## src/rtl/rng_pkg.sv

```systemverilog
// Shared types and helpers for the card dealer RNG.
// Seed table: seed k = 16'hACE1 ^ (k * 16'h9E37); a zero result becomes 1.
package rng_pkg;

    typedef enum logic [1:0] {
        IDLE,
        READY,
        DRAW
    } state_t;

    function automatic logic [15:0] seed_table(input int unsigned k);
        logic [15:0] s;
        s = 16'hACE1 ^ 16'(k * 32'h9E37);
        if (s == 16'h0) begin
            s = 16'h1;
        end
        return s;
    endfunction

    // Index width that never collapses to zero bits.
    function automatic int idx_width(input int n);
        return (n <= 2) ? 1 : $clog2(n);
    endfunction

endpackage

```

## src/rtl/rng_lfsr.sv

```systemverilog
// Galois LFSR (right shift) with synchronous reset value, load and step.
// Only the low OUT_W bits are exposed as the random output.
module rng_lfsr
    import rng_pkg::*;
#(
    parameter int               W         = 16,
    parameter logic [W-1:0]     TAPS      = 16'hB400,
    parameter logic [W-1:0]     RESET_VAL = 16'hACE1,
    parameter int               OUT_W     = 6
) (
    input  logic             clk,
    input  logic             rst,
    input  logic             load,
    input  logic             step,
    input  logic [W-1:0]     seed,
    output logic [OUT_W-1:0] rnd
);

    logic [W-1:0] q;

    always_ff @(posedge clk) begin
        if (rst) begin
            q <= RESET_VAL;
        end else if (load) begin
            q <= seed;
        end else if (step) begin
            q <= q[0] ? ((q >> 1) ^ TAPS) : (q >> 1);
        end
    end

    assign rnd = q[OUT_W-1:0];

endmodule

```

## src/rtl/card_dealer_rng.sv

```systemverilog
// No-repeat card dealer driven by a seedable Galois LFSR.
// Define RNG_AUTO_RESHUFFLE_EN to reshuffle implicitly on an empty-deck request.
module card_dealer_rng
    import rng_pkg::*;
#(
    parameter int                DECK_SIZE = 52,
    parameter int                CARD_W    = 8,
    parameter int                LFSR_W    = 16,
    parameter logic [LFSR_W-1:0] LFSR_TAPS = 16'hB400,
    parameter int                NUM_SEEDS = 4
) (
    input  logic                           clk_i,
    input  logic                           rst_i,
    input  logic                           start_i,
    input  logic                           shuffle_i,
    input  logic                           request_card_i,
    output logic                           card_valid_o,
    output logic [CARD_W-1:0]              card_o,
    output logic [$clog2(DECK_SIZE+1)-1:0] cards_left_o,
    output logic                           deck_empty_o,
    output logic                           busy_o
);

    localparam int IDX_W = idx_width(DECK_SIZE);
    localparam int CL_W  = $clog2(DECK_SIZE + 1);
    localparam int SC_W  = idx_width(NUM_SEEDS);

    localparam logic [IDX_W:0]  DECK_N = (IDX_W + 1)'(DECK_SIZE);
    localparam logic [CL_W-1:0] FULL   = CL_W'(DECK_SIZE);

    function automatic logic [LFSR_W-1:0] fit_seed(input logic [15:0] s);
        logic [LFSR_W-1:0] t;
        t = LFSR_W'(s);
        return (t == '0) ? LFSR_W'(1) : t;
    endfunction

    localparam logic [LFSR_W-1:0] SEED0 = fit_seed(seed_table(0));

    state_t                 state;
    logic [SC_W-1:0]        seed_cnt;
    logic [LFSR_W-1:0]      seed_sel;
    logic [IDX_W-1:0]       rnd;
    logic [IDX_W-1:0]       cand;
    logic [IDX_W-1:0]       c;
    logic [IDX_W-1:0]       c_nxt;
    logic [DECK_SIZE-1:0]   dealt;
    logic                   lfsr_load;
    logic                   lfsr_step;

    assign seed_sel  = fit_seed(seed_table(32'(seed_cnt)));
    assign lfsr_load = (state != DRAW) && start_i;
    assign lfsr_step = (state != IDLE);

    rng_lfsr #(
        .W         (LFSR_W),
        .TAPS      (LFSR_TAPS),
        .RESET_VAL (SEED0),
        .OUT_W     (IDX_W)
    ) u_lfsr (
        .clk  (clk_i),
        .rst  (rst_i),
        .load (lfsr_load),
        .step (lfsr_step),
        .seed (seed_sel),
        .rnd  (rnd)
    );

    // Fold an out-of-range index back once; the probe walk fixes collisions.
    assign cand = ({1'b0, rnd} >= DECK_N) ? (rnd - DECK_N[IDX_W-1:0]) : rnd;

    assign c_nxt = (({1'b0, c} + (IDX_W + 1)'(1)) == DECK_N) ? '0
                 : (c + IDX_W'(1));

    always_ff @(posedge clk_i) begin
        if (rst_i) begin
            state        <= IDLE;
            seed_cnt     <= '0;
            card_o       <= '0;
            card_valid_o <= 1'b0;
            cards_left_o <= '0;
            deck_empty_o <= 1'b1;
            busy_o       <= 1'b1;
            dealt        <= '0;
            c            <= '0;
        end else begin
            if (32'(seed_cnt) == NUM_SEEDS - 1) begin
                seed_cnt <= '0;
            end else begin
                seed_cnt <= seed_cnt + SC_W'(1);
            end
            card_valid_o <= 1'b0;
            card_o       <= '0;
            unique case (state)
                IDLE: begin
                    if (start_i) begin
                        dealt        <= '0;
                        cards_left_o <= FULL;
                        deck_empty_o <= 1'b0;
                        busy_o       <= 1'b0;
                        state        <= READY;
                    end
                end
                READY: begin
                    if (start_i || shuffle_i) begin
                        dealt        <= '0;
                        cards_left_o <= FULL;
                        deck_empty_o <= 1'b0;
                    end else if (request_card_i) begin
                        if (cards_left_o != '0) begin
                            c      <= cand;
                            busy_o <= 1'b1;
                            state  <= DRAW;
                        end else begin
`ifdef RNG_AUTO_RESHUFFLE_EN
                            dealt        <= '0;
                            cards_left_o <= FULL;
                            deck_empty_o <= 1'b0;
                            c            <= cand;
                            busy_o       <= 1'b1;
                            state        <= DRAW;
`else
                            card_valid_o <= 1'b1;
`endif
                        end
                    end
                end
                DRAW: begin
                    if (!dealt[c]) begin
                        dealt[c]     <= 1'b1;
                        cards_left_o <= cards_left_o - CL_W'(1);
                        deck_empty_o <= (cards_left_o == CL_W'(1));
                        card_o       <= CARD_W'(c) + CARD_W'(1);
                        card_valid_o <= 1'b1;
                        busy_o       <= 1'b0;
                        state        <= READY;
                    end else begin
                        c <= c_nxt;
                    end
                end
                default: begin
                    state  <= IDLE;
                    busy_o <= 1'b1;
                end
            endcase
        end
    end

endmodule

```

## config.mk

```make
export PLATFORM = sky130hd
export DESIGN_NAME = card_dealer_rng
export DESIGN_NICKNAME = d
export VERILOG_FILES = /design/src/rtl/rng_pkg.sv /design/src/rtl/rng_lfsr.sv /design/src/rtl/card_dealer_rng.sv
export SDC_FILE = /design/constraint.sdc
export NUM_CORES = 1
export LEC_CHECK = 0
export CORE_MARGIN = 5
export CORE_UTILIZATION = 50
export CTS_BUF_LIST = sky130_fd_sc_hd__clkbuf_16
export DETAILED_ROUTE_END_ITERATION = 16
export HOLD_SLACK_MARGIN = 0.08
export PLACE_DENSITY = 0.68
export SLEW_MARGIN = 5
export SYNTH_ARGS = -nofsm -noshare
export SYNTH_HDL_FRONTEND = slang
export SYNTH_SLANG_ARGS = --single-unit
```

## constraint.sdc

```tcl
create_clock -name clk_i -period 3.2 [get_ports clk_i]
set_input_delay 0.32 -clock clk_i [delete_from_list [all_inputs] [get_ports clk_i]]
set_output_delay 0.32 -clock clk_i [all_outputs]
set_load 0.02 [all_outputs]
```

==> metrics.txt <==
skew final 0.00895 ns; leakage power 0.00194 uW; hold_sp dealt[17]$_SDFFE_PP0P_; vias in the first global route between 3,000 and 4,000; largest net degree at the start of global routing 53; syn nets about 570; die area 11,300 um2; drc violations 0; Max Fclk 0.347 GHz; Post-Syn Area ~4600 um2; ANT cells 0; Worst Path Max Fanout 14; worst hold margin between 0.4 and 0.5 ns; initial DRC count 446; Die Y between 100 and 150 um; FILL cells between 800 and 900; P&R area growth vs syn 12.8%; Setup CP Type flop to flop; core area ~9000 um2; Tcrit/Tclk final 0.901; top_reg_cell synth dfxtp_1; Core Rows 35; Placer Congestion about 0.91; synthesized instance count ~550; setup_tns 0 ns; CTS tree built; Post-synth ARST share 0; area occupied by multi-input gates roughly 2500 um2; worst skew pair latency roughly 0.34 ns; initial antenna violation count 0; nets about 590; Hold Crit Class flop to flop; crit path launch type flop; Max Cap Viol 0; Hold Fails Final Rpt 0; max-slew violations 0; Die W ~110 um; Clock Path Buffers 2; Via density around 6; total gr overflow 0; Ys Warns 0; CP Data Required Time about 3.5 ns; # IOs 22; clock root buffer clkbuf_16; FF+latch area between 1500 and 2000 um2; status complete, no violations; final WL ~12,000 um; Max-slew headroom 0.561; Max VDD drop between 0.0003 and 0.0004 V; clock edge transition at the registers on the reported setup and hold paths around 0.07 ns; Final ANT Viol Nets 0; crit path time final slightly below 3 ns; worst r2r src c[2]$_SDFFE_PP0P_; flops & latches, synth 94; Worst Setup SP c[2]$_SDFFE_PP0P_; final-report setup violation count 0; Pre-Repair DR Iteration Count 7; starting density of the core 0.507; critical path arrival approximately 3.2 ns; sequential fraction of the synthesis area 0.406; worst slew pin tran 0.657 ns; clock sinks 94; GRT Resource Usage Total 0.213; Via Count 4,046; Mapped Avg Cell Area approximately 8.5 um2; CP endpoint kind flop; Synth cell types 64; Detail Placement HPWL roughly 8000 um; first-pass GRT wire length a little under 20,000 um; pwr dens 741 nW/um2; total CTS buffers 9; H-tree depth 3; Port Buffers 20; fraction of layout cells with a size suffix above 1 0.0989; Avg WL per Cell roughly 17 um; unrepaired setup endpoints after global routing false; EDFF count, synth 0
[cells in the mapped netlist (5+ instances only)]
cell type	count	area share
inv_1	22	0.018
and3_1	6	0.0081
nand2_1	88	0.071
a41oi_1	5	0.0094
a31oi_1	5	0.0067
o211ai_1	5	0.0081
mux2i_1	8	0.017
mux2_2	11	0.027
xnor2_1	8	0.015
nand2b_1	6	0.0081
nor3_1	8	0.0086
nor2_1	36	0.029
clkbuf_1	20	0.016
o21ai_0	67	0.072
a221oi_1	5	0.0094
a21oi_1	10	0.011
and2_1	5	0.0067
nand4_1	6	0.0081
buf_2	7	0.0076
dfxtp_1	94	0.41
a211oi_1	11	0.018
ha_1	19	0.051
nand3_1	16	0.017
o41ai_1	5	0.0094
[cells in the final DEF, fill, tap and decap left out, types with 6 or more instances in the layout]
master,n
dfxtp_1,92
nand2_1,88
o21ai_0,67
nor2_1,36
inv_1,22
clkdlybuf4s50_1,20
ha_1,19
buf_4,18
nand3_1,16
mux2_2,11
a211oi_1,11
a21oi_1,9
clkbuf_16,9
mux2i_1,8
nor3_1,8
xnor2_1,8
nand2b_1,6
and3_1,6
nand4_1,6
[report_power, final]
part / total [uW] / switching (uW) / leakage, uW / internal [uW]
clock: 969 / 449 / 0.000129 / 521
sequential: 1480 / 190 / 0.000765 / 1290
combinational: 1430 / 883 / 0.00105 / 544
total: 3870 / 1520 / 0.00194 / 2350
[critical path, stage by stage (launching register included)]
cell	delay (ns)
dfxtp_1	0.49
buf_4	0.26
buf_4	0.23
nor4bb_1	0.07
o31a_1	0.31
a31oi_1	0.20
a41oi_1	0.14
nor4_4	0.50
nand4_1	0.35
o21ai_0	0.25
[layer usage]
metal	routed length [um]	part of all wire	vias to the layer above	global-route usage
li1	-	-	1993	-
met1	5440	0.47	1914	0.304
met2	5310	0.46	126	0.318
met3	621	0.054	13	0.0383
met4	177	0.015	0	0.0805
met5	0	0	-	0
[worst paths after layout]
path                                          endpoint  slack [ns]  depth (start not counted)
worst min-delay path            dealt[17]$_SDFFE_PP0P_        0.45                          2
worst min register to register  dealt[17]$_SDFFE_PP0P_        0.45                          2
worst max-delay path            dealt[24]$_SDFFE_PP0P_        0.32                          9
worst max register to register  dealt[24]$_SDFFE_PP0P_        0.32                          9
[kinds of logic (layout without fill, tap and decap cells)]
group,count (synthesis),after routing,synth area share
adder cells (fa/ha/maj),19,19,0.0513
multiplexers,22,22,0.0586
AO/OA/AOI/OAI,151,151,0.216
other,1,1,0.000809
buffers and inverters,59,77,0.0537
XOR/XNOR,8,8,0.0151
AND/OR/NAND/NOR,194,194,0.198
flip-flops,94,94,0.406
[registers in the layout (all words and copies together) (netlist names)]
signal,flops
dealt,52
card_valid_o,1
seed_cnt,2
u_lfsr.q,16
card_o,7
cards_left_o,6
deck_empty_o,1
state,2
c,6
busy_o,1
[repair_timing]
item	4_1_cts	5_1_grt
hold buffers	0	0
resized for setup	0	2
buffers inserted	0	1
endpoints found under the setup margin	0	56
[per-stage QoR]
step                      cell area, um2  worst slack (ns)  power (uW)  cells   util
after floorplan                     4640             0.744        2450    548      -
after global placement              4960             0.145        2870    661  0.541
after detailed placement            4960            0.0993        2900    661  0.541
after CTS                           5220            0.0937        3870    676  0.570
after global routing                5230           0.00810        4100    677  0.571
final                               5230             0.318        3870    677  0.571
[final cells by class]
cell class	count	share of cell area
inverters	24	0.0172
flip-flops and latches	94	0.360
clock inverters	6	0.00742
multi-input cells	395	0.481
clock buffers	9	0.0431
repair buffers	38	0.0641
well taps	111	0.0266
Note: power is estimated with default switching activity, not from simulation.
